<file path="config.mk">
export PLATFORM = sky130hd
export DESIGN_NAME = fifo_rd_ctrl_flat
export DESIGN_NICKNAME = d
export VERILOG_FILES = /design/src/rtl/fifo_rd_ctrl_if.sv /design/src/rtl/fifo_rd_ctrl.sv /design/src/flat_wrapper.sv
export SDC_FILE = /design/constraint.sdc
export NUM_CORES = 1
export LEC_CHECK = 0
export ABC_AREA = 1
export CAP_MARGIN = 20
export CORE_MARGIN = 2
export CORE_UTILIZATION = 51
export CTS_CLUSTER_DIAMETER = 200
export DETAILED_ROUTE_END_ITERATION = 10
export GPL_TIMING_DRIVEN = 0
export PLACE_DENSITY = 0.92
export SKIP_CTS_REPAIR_TIMING = 1
export SYNTH_ARGS = -nofsm -noshare
export SYNTH_HDL_FRONTEND = slang
export SYNTH_SLANG_ARGS = --single-unit
</file>
<file path="constraint.sdc">
create_clock -name rdclk -period 4 [get_ports rdclk]
set_input_delay 1.2 -clock rdclk [delete_from_list [all_inputs] [get_ports rdclk]]
set_output_delay 1.2 -clock rdclk [all_outputs]
set_load 0.01 [all_outputs]
</file>
<file path="src/rtl/fifo_rd_ctrl_if.sv">
// Read-side bus between fifo_rd_ctrl and its surroundings: the FIFO read
// port (flags, fill level, data, read request) plus the byte stream and the
// burst status outputs. The master modport is the controller's view.
interface fifo_rd_ctrl_if;
    logic        rdempty;
    logic        rdfull;
    logic [6:0]  rdusedw;
    logic [15:0] fifo_q;
    logic        rdreq;
    logic [7:0]  po_byte;
    logic        po_valid;
    logic        po_ready;
    logic        busy;
    logic        burst_done;

    modport master (
        input  rdempty, rdfull, rdusedw, fifo_q, po_ready,
        output rdreq, po_byte, po_valid, busy, burst_done
    );

    modport slave (
        output rdempty, rdfull, rdusedw, fifo_q, po_ready,
        input  rdreq, po_byte, po_valid, busy, burst_done
    );
endinterface

</file>
<file path="src/rtl/fifo_rd_ctrl.sv">
// Read-side controller for the 256x8 -> 128x16 dual-clock FIFO (rdclk domain).
// Waits for BURST_LEN words (or a full FIFO), then drains them one read
// request at a time and emits each 16-bit word as two bytes on a
// valid/ready stream.
// Build option: define FIFO_RD_HI_FIRST_EN to emit word[15:8] before
// word[7:0]; by default the low byte goes first, matching the FIFO's
// mixed-width packing where the first byte written lands in bits [7:0].
module fifo_rd_ctrl #(
    parameter int BURST_LEN = 16
) (
    input  logic           rdclk,
    input  logic           rd_rst,
    fifo_rd_ctrl_if.master bus
);

    typedef enum logic [2:0] {IDLE, REQ, CAP, LO, HI} state_t;

    localparam logic [6:0] BURST_CNT = 7'(BURST_LEN);

    state_t      state;
    state_t      state_nxt;
    logic [6:0]  word_cnt;
    logic [15:0] word_reg;
    logic        start;
    logic        rdreq_c;
    logic        po_valid_c;
    logic        burst_done_c;
    logic [7:0]  po_byte_c;
    logic [7:0]  first_byte;
    logic [7:0]  second_byte;

    // rdusedw wraps to 0 when the FIFO is full, so rdfull also starts a burst
    assign start = (bus.rdusedw >= BURST_CNT) || bus.rdfull;

`ifdef FIFO_RD_HI_FIRST_EN
    assign first_byte  = word_reg[15:8];
    assign second_byte = word_reg[7:0];
`else
    assign first_byte  = word_reg[7:0];
    assign second_byte = word_reg[15:8];
`endif

    // State register
    always_ff @(posedge rdclk or posedge rd_rst) begin
        if (rd_rst) begin
            state <= IDLE;
        end else begin
            state <= state_nxt;
        end
    end

    // Next-state and handshake outputs; po_valid/po_byte depend on state
    // and the word register only, never on po_ready
    always_comb begin
        state_nxt    = state;
        rdreq_c      = 1'b0;
        po_valid_c   = 1'b0;
        burst_done_c = 1'b0;
        po_byte_c    = 8'h00;
        case (state)
            IDLE: begin
                if (start) state_nxt = REQ;
            end
            REQ: begin
                rdreq_c = !bus.rdempty;
                if (!bus.rdempty) state_nxt = CAP;
            end
            CAP: begin
                state_nxt = LO;
            end
            LO: begin
                po_valid_c = 1'b1;
                po_byte_c  = first_byte;
                if (bus.po_ready) state_nxt = HI;
            end
            HI: begin
                po_valid_c = 1'b1;
                po_byte_c  = second_byte;
                if (bus.po_ready) begin
                    if (word_cnt != 7'd0) begin
                        state_nxt = REQ;
                    end else begin
                        burst_done_c = 1'b1;
                        state_nxt    = IDLE;
                    end
                end
            end
            default: state_nxt = IDLE;
        endcase
    end

    // Word counter (loaded on burst start, decremented on capture) and word register
    always_ff @(posedge rdclk or posedge rd_rst) begin
        if (rd_rst) begin
            word_cnt <= 7'd0;
            word_reg <= 16'h0000;
        end else begin
            if (state == IDLE && start) begin
                word_cnt <= BURST_CNT;
            end else if (state == CAP && word_cnt != 7'd0) begin
                word_cnt <= word_cnt - 7'd1;
            end
            if (state == CAP) begin
                word_reg <= bus.fifo_q;
            end
        end
    end

    assign bus.rdreq      = rdreq_c;
    assign bus.po_valid   = po_valid_c;
    assign bus.po_byte    = po_byte_c;
    assign bus.burst_done = burst_done_c;
    assign bus.busy       = (state != IDLE);

endmodule
</file>
<file path="src/flat_wrapper.sv">
// flat-port wrapper written by rule: the top's interface ports become plain ports
module fifo_rd_ctrl_flat 
#(
    parameter int BURST_LEN = 16
)
  (rdclk, rd_rst, bus_rdempty, bus_rdfull, bus_rdusedw, bus_fifo_q, bus_po_ready, bus_rdreq, bus_po_byte, bus_po_valid, bus_busy, bus_burst_done);
  fifo_rd_ctrl_if bus_i ();
  input  logic rdclk;
  input  logic rd_rst;
  input wire logic [$bits(bus_i.rdempty)-1:0] bus_rdempty;
  input wire logic [$bits(bus_i.rdfull)-1:0] bus_rdfull;
  input wire logic [$bits(bus_i.rdusedw)-1:0] bus_rdusedw;
  input wire logic [$bits(bus_i.fifo_q)-1:0] bus_fifo_q;
  input wire logic [$bits(bus_i.po_ready)-1:0] bus_po_ready;
  output wire logic [$bits(bus_i.rdreq)-1:0] bus_rdreq;
  output wire logic [$bits(bus_i.po_byte)-1:0] bus_po_byte;
  output wire logic [$bits(bus_i.po_valid)-1:0] bus_po_valid;
  output wire logic [$bits(bus_i.busy)-1:0] bus_busy;
  output wire logic [$bits(bus_i.burst_done)-1:0] bus_burst_done;
  assign bus_i.rdempty = bus_rdempty;
  assign bus_i.rdfull = bus_rdfull;
  assign bus_i.rdusedw = bus_rdusedw;
  assign bus_i.fifo_q = bus_fifo_q;
  assign bus_i.po_ready = bus_po_ready;
  assign bus_rdreq = bus_i.rdreq;
  assign bus_po_byte = bus_i.po_byte;
  assign bus_po_valid = bus_i.po_valid;
  assign bus_busy = bus_i.busy;
  assign bus_burst_done = bus_i.burst_done;
  fifo_rd_ctrl #(.BURST_LEN(BURST_LEN)) u_core (.rdclk(rdclk), .rd_rst(rd_rst), .bus(bus_i));
endmodule
</file>
==> summary.txt, run 1 <==
WL final - 3180 µm
Critical path launch point type - input pin
GR Overflow Total - 0
Detailed Place HPWL - 2380 µm
Post-route ant nets - 0
Remaining DRCs - 0
Worst Slack Setup Final - 0.298 ns
Root Buffer - clkbuf_4
Port Buffers - 35
Area of the multi-input gates - 623 µm²
Initial Utilization - 52.7%
Layout Nets - 250
Top Usage Layer GRT - met2
Final-layout fill cell count - 217
Seq/Total Area, Yosys - 45.9%
First-pass GRT wire length - 5740 µm
HP Class - flop to flop
CP required - 2.80 ns
Tcrit/Tclk final - 92.6%
CTS tree - yes
Pins Over Slew Limit - 0
YS warnings - 0
Die X - 56.7 µm
Initial antenna violation count - 0
Met3 Use GR - 3.23%
Vias in the first global route - 1356
CTS Buf Count - 3
Largest net degree at the start of global routing - 27
Synth Area per Inst - 7.91 µm²
Share of layout cells above drive strength 1 - 12.3%
Most common cell after layout, fill and taps aside - nand2_1
Post-route setup TNS - 0 ns
1st-iter DRT viols - 27
Area contributors post-synth - dfrtp_1 46%, nand2_1 13%, inv_1 6.6%
Fin. Hold Viols - 0
Syn nets - 209
Slew @ Worst Pin - 0.420 ns
Final Wtd Congestion - 0.876
H-tree levels - 1
# diodes - 0
Top cell by count, worst path - clkdlybuf4s50_1
Vias - 1318
DIE HEIGHT - 56.7 µm
Max Freq - 270 MHz
Max reg flops - 16
Ports - 40
Max-cap violations - 0
First drt pass iteration count - 4
Post-synthesis instance area - 0.00142 mm²
Static Leak - 0.913 nW
Area grow syn2layout - 33.1%
Synth unique cells - 24
Slowest-stage cell, CP - clkdlybuf4s50_1
Cells after synthesis - 179
Max rail drop VDD - 0.569 mV
Worst path cell trace - clkdlybuf4s50_1, inv_1, nor3_1, clkdlybuf4s50_1
Worst Path Max Fanout - 4
RSZ-0062 raised after global routing - no
Worst-Skew Late Latency - 0.32 ns
Status - finished clean
Clock transition at path regs - 0.14 ns
Met1 Use GR - 26.9%
DR vias/cell - 5.27
Synthesized flop and latch total - 26
CP Class - input pin to output pin
Worst Path Arrival - 2.50 ns
CTS sink cnt - 26
Commonest cells after routing, fill and taps aside - 50 x nand2_1, 35 x clkdlybuf4s50_1, 26 x dfrtp_1
Core area - 0.00269 mm²
GR Layer Usage met2 - 39.2%
Final min period - 3.70 ns
Yosys top cell area share - 45.9%
Synth area leader - dfrtp_1
Crit. End Element - output pin
Slew HR - 71.9%
Delay of the slowest critical-path stage - 0.57 ns
Power per Cell Area - 736 mW/mm²
Dpl ws - 0.313 ns
Global-route usage over all layers - 22.5%
Average wire per standard cell - 12.7 µm
Register area - 651 µm²
Final setup viols - 0
Max Clock Skew - 0.00225 ns
CTS Buffer Depth - 2
Die area - 0.00321 mm²
Row count - 19
-- kinds of logic (layout without fill, tap and decap cells) --
logic type	after synthesis	after routing	share of synthesized area (%)
fa+ha+maj	2	2	1.77
compound gates	26	26	11.5
flops	26	26	45.9
buf+inv	32	72	10.1
simple gates	92	92	30.1
xor+xnor	1	1	0.618
-- final timing paths --
kind / start / end / slack (ns) / depth (start not counted)
setup / recovery: bus_po_ready / bus_burst_done / 0.30 / 4
hold / removal: u_core.word_reg[15]$_DFFE_PP0P_ / u_core.word_reg[15]$_DFFE_PP0P_ / 0.51 / 2
setup reg to reg: u_core.word_cnt[0]$_DFFE_PP0P_ / u_core.word_cnt[6]$_DFFE_PP0P_ / 2.46 / 10
hold reg to reg: u_core.word_reg[15]$_DFFE_PP0P_ / u_core.word_reg[15]$_DFFE_PP0P_ / 0.51 / 2
max in group asynchronous: rd_rst / u_core.word_cnt[2]$_DFFE_PP0P_ / 2.51 / 3
min in group asynchronous: rd_rst / u_core.word_cnt[3]$_DFFE_PP0P_ / 1.09 / 2
-- Yosys cell counts, drive strengths merged --
master,instances
buf,4
clkinv,1
dfrtp,26
ha,2
inv,27
nand2,54
nand3,18
nand4,4
nor2,15
nor3,1
o21ai,19
o22ai,6
o31ai,1
xor2,1
-- through the flow --
| step | power (W) | cell area [µm²] | cells | hold slack (ns) | util [%] |
|---|---|---|---|---|---|
| 2_1_floorplan | 0.000975 | 1420 | 179 | 0.449 | - |
| 3_3_place_gp | 0.00117 | 1810 | 245 | 0.463 | 67.2 |
| 3_5_place_dp | 0.00120 | 1810 | 245 | 0.466 | 67.2 |
| 4_1_cts | 0.00139 | 1860 | 249 | 0.502 | 69.2 |
| 5_1_grt | 0.00151 | 1890 | 250 | 0.533 | 70.2 |
| 6_report | 0.00139 | 1890 | 250 | 0.507 | 70.2 |
-- critical path: cells and delay by family --
family,cells,cell delay (ns)
buffers and inverters,3,1.12
AND/OR/NAND/NOR,1,0.18
-- layer usage --
layer  up-vias  routed length, µm
met2        30               1710
met4         0                 58
met1       629               1320
li1        653                  -
met5         -                  0
met3         6                 89
-- power breakdown --
part	total [W]	switching (W)	internal (W)	leakage (nW)
clock network	0.000181	0.0000799	0.000101	0.0279
registers	0.000455	0.0000750	0.000380	0.327
logic	0.000751	0.000438	0.000313	0.558
total	0.00139	0.000593	0.000795	0.913
-- area by class of cell --
| cell class | count | share of cell area [%] |
|---|---|---|
| Clock inverter | 1 | 1.59 |
| Clock buffer | 3 | 1.19 |
| Buffer | 4 | 1.92 |
| Timing Repair Buffer | 36 | 20.0 |
| Multi-Input combinational cell | 121 | 33.0 |
| Sequential cell | 26 | 34.5 |
| Inverter | 28 | 5.64 |
| Tap cell | 31 | 2.06 |
Power figures use the tool's default switching activity.
==> inputs of run 2 (changes only) <==
Settings changed: CORE_MARGIN 2 to default.
==> summary.txt, run 2 (synthesis gave the netlist of run 1 again) <==
Status - finished clean
Max Freq - 265 MHz
Switching Fraction - 43.0%
First drt pass iteration count - 4
Register-to-Register Path Depth - 10
Die X - 54.7 µm
Port Buffers - 35
Global-route usage over all layers - 23.6%
Vias in the first global route - 1174
Slew HR - 74.7%
Vias - 1328
Flop pwr share - 32.8%
Row count - 18
WL final - 3200 µm
Clock transition at path regs - 0.15 ns
Combinational share of power - 53.8%
Max-cap violations - 0
Pins Over Slew Limit - 0
GR Overflow Total - 0
Fin. Hold Viols - 0
Slew @ Worst Pin - 0.378 ns
Post-route ant nets - 0
Worst path bufs/invs - 3
NetSw - 0.000599 W
CTS tree - yes
Average wire per standard cell - 12.8 µm
Slowest-stage cell, CP - clkdlybuf4s50_1
Post-route setup TNS - 0 ns
Worst path cell trace - clkdlybuf4s50_1, inv_1, nor3_1, clkdlybuf4s50_1
Remaining DRCs - 0
Worst-Skew Late Latency - 0.34 ns
Static Leak - 0.913 nW
Delay of the slowest critical-path stage - 0.58 ns
Tcrit/Tclk final - 94.5%
Initial Utilization - 55.7%
CP top delay family - buffers and inverters
1st-iter DRT viols - 43
H-tree levels - 1
# diodes - 0
Internal power - 0.000795 W
Final min period - 3.78 ns
Hold_ws - 0.513 ns
Max Clock Skew - 0.00828 ns
Final Cell Area - 0.00188 mm²
Max rail drop VDD - 0.525 mV
Commonest cells after routing, fill and taps aside - 50 x nand2_1, 35 x clkdlybuf4s50_1, 26 x dfrtp_1
Final Wtd Congestion - 0.880
Crit path depth - 4
Power per Cell Area - 739 mW/mm²
CTS Buffer Depth - 2
Root Buffer - clkbuf_4
Critical path launch point type - input pin
Tot Pwr - 0.00139 W
Detailed Place HPWL - 2230 µm
Placed cell area - 0.00180 mm²
Final setup viols - 0
Top cell by count, worst path - clkdlybuf4s50_1
Ports - 40
CTS sink cnt - 26
First-pass GRT wire length - 4980 µm
Core area - 0.00254 mm²
CTS Buf Count - 3
Worst Path Max Fanout - 4
CP required - 2.80 ns
HP Class - flop to flop
Largest net degree at the start of global routing - 27
Max reg flops - 16
Most common cell after layout, fill and taps aside - nand2_1
Layout Nets - 250
RSZ-0062 raised after global routing - no
Initial antenna violation count - 0
Share of layout cells above drive strength 1 - 12.3%
Clk pwr share - 13.4%
Crit. End Element - output pin
CP Class - input pin to output pin
Die area - 0.00299 mm²
DIE HEIGHT - 54.7 µm
DR vias/cell - 5.33
Area grow syn2layout - 33.0%
Worst Path Arrival - 2.58 ns
WHS Path Cells - 2
[run 2: cell counts in the layout (fill, tap and decap cells not counted)]
Identical to the previous run, type by type.
[run 2: final timing paths]
path	to	from	slack [ns]
worst max-delay path	bus_burst_done	bus_po_ready	0.22
worst min-delay path	u_core.word_reg[8]$_DFFE_PP0P_	u_core.word_reg[8]$_DFFE_PP0P_	0.51
worst min register to register	u_core.word_reg[8]$_DFFE_PP0P_	u_core.word_reg[8]$_DFFE_PP0P_	0.51
max in group asynchronous	u_core.word_cnt[6]$_DFFE_PP0P_	rd_rst	2.62
min in group asynchronous	u_core.word_reg[3]$_DFFE_PP0P_	rd_rst	1.02
worst max register to register	u_core.word_cnt[5]$_DFFE_PP0P_	u_core.word_cnt[0]$_DFFE_PP0P_	2.49
[run 2: cell type report]
type	instances	area (µm²)
clock inverters	1	30.0
fillers	197	661
multi-input cells	121	623
clock buffers	3	22.5
inverters	28	106
flip-flops and latches	26	651
plain buffers	4	36.3
well taps	30	37.5
repair buffers	36	378
[run 2: layer usage]
metal	global-route usage, %	routed length, µm	vias to the layer above
met5	0	0	-
met4	7.69	47	0
met3	3.33	91	5
met2	40.6	1570	29
met1	30.2	1490	640
li1	-	-	654
[run 2: power by group through the flow]
stage | sequential (W) | clock (W) | combinational (W)
6_report | 0.000457 | 0.000186 | 0.000749
3_3_place_gp | 0.000457 | 0 | 0.000712
4_1_cts | 0.000456 | 0.000189 | 0.000742
2_1_floorplan | 0.000445 | 0 | 0.000531
5_1_grt | 0.000471 | 0.000198 | 0.000831
3_5_place_dp | 0.000461 | 0 | 0.000735
[run 2: stage by stage]
step | cells | setup slack (ns) | utilization [%]
finish | 249 | 0.220 | 74.0
floorplan | 179 | 1.24 | -
CTS | 248 | 0.236 | 73.0
global placement | 244 | 0.227 | 70.9
global route | 249 | 0.193 | 74.0
detailed placement | 244 | 0.226 | 70.9
[run 2: worst register-to-register path: stages, from the launching register on]
cell and delay (ns):
dfrtp_1 0.39, inv_1 0.19, ha_1 0.21, inv_1 0.04, nor2_1 0.10, nand3_2 0.11
nand2_2 0.14, nand2_4 0.08, clkinv_2 0.08, nand2_1 0.06, nand2_1 0.07
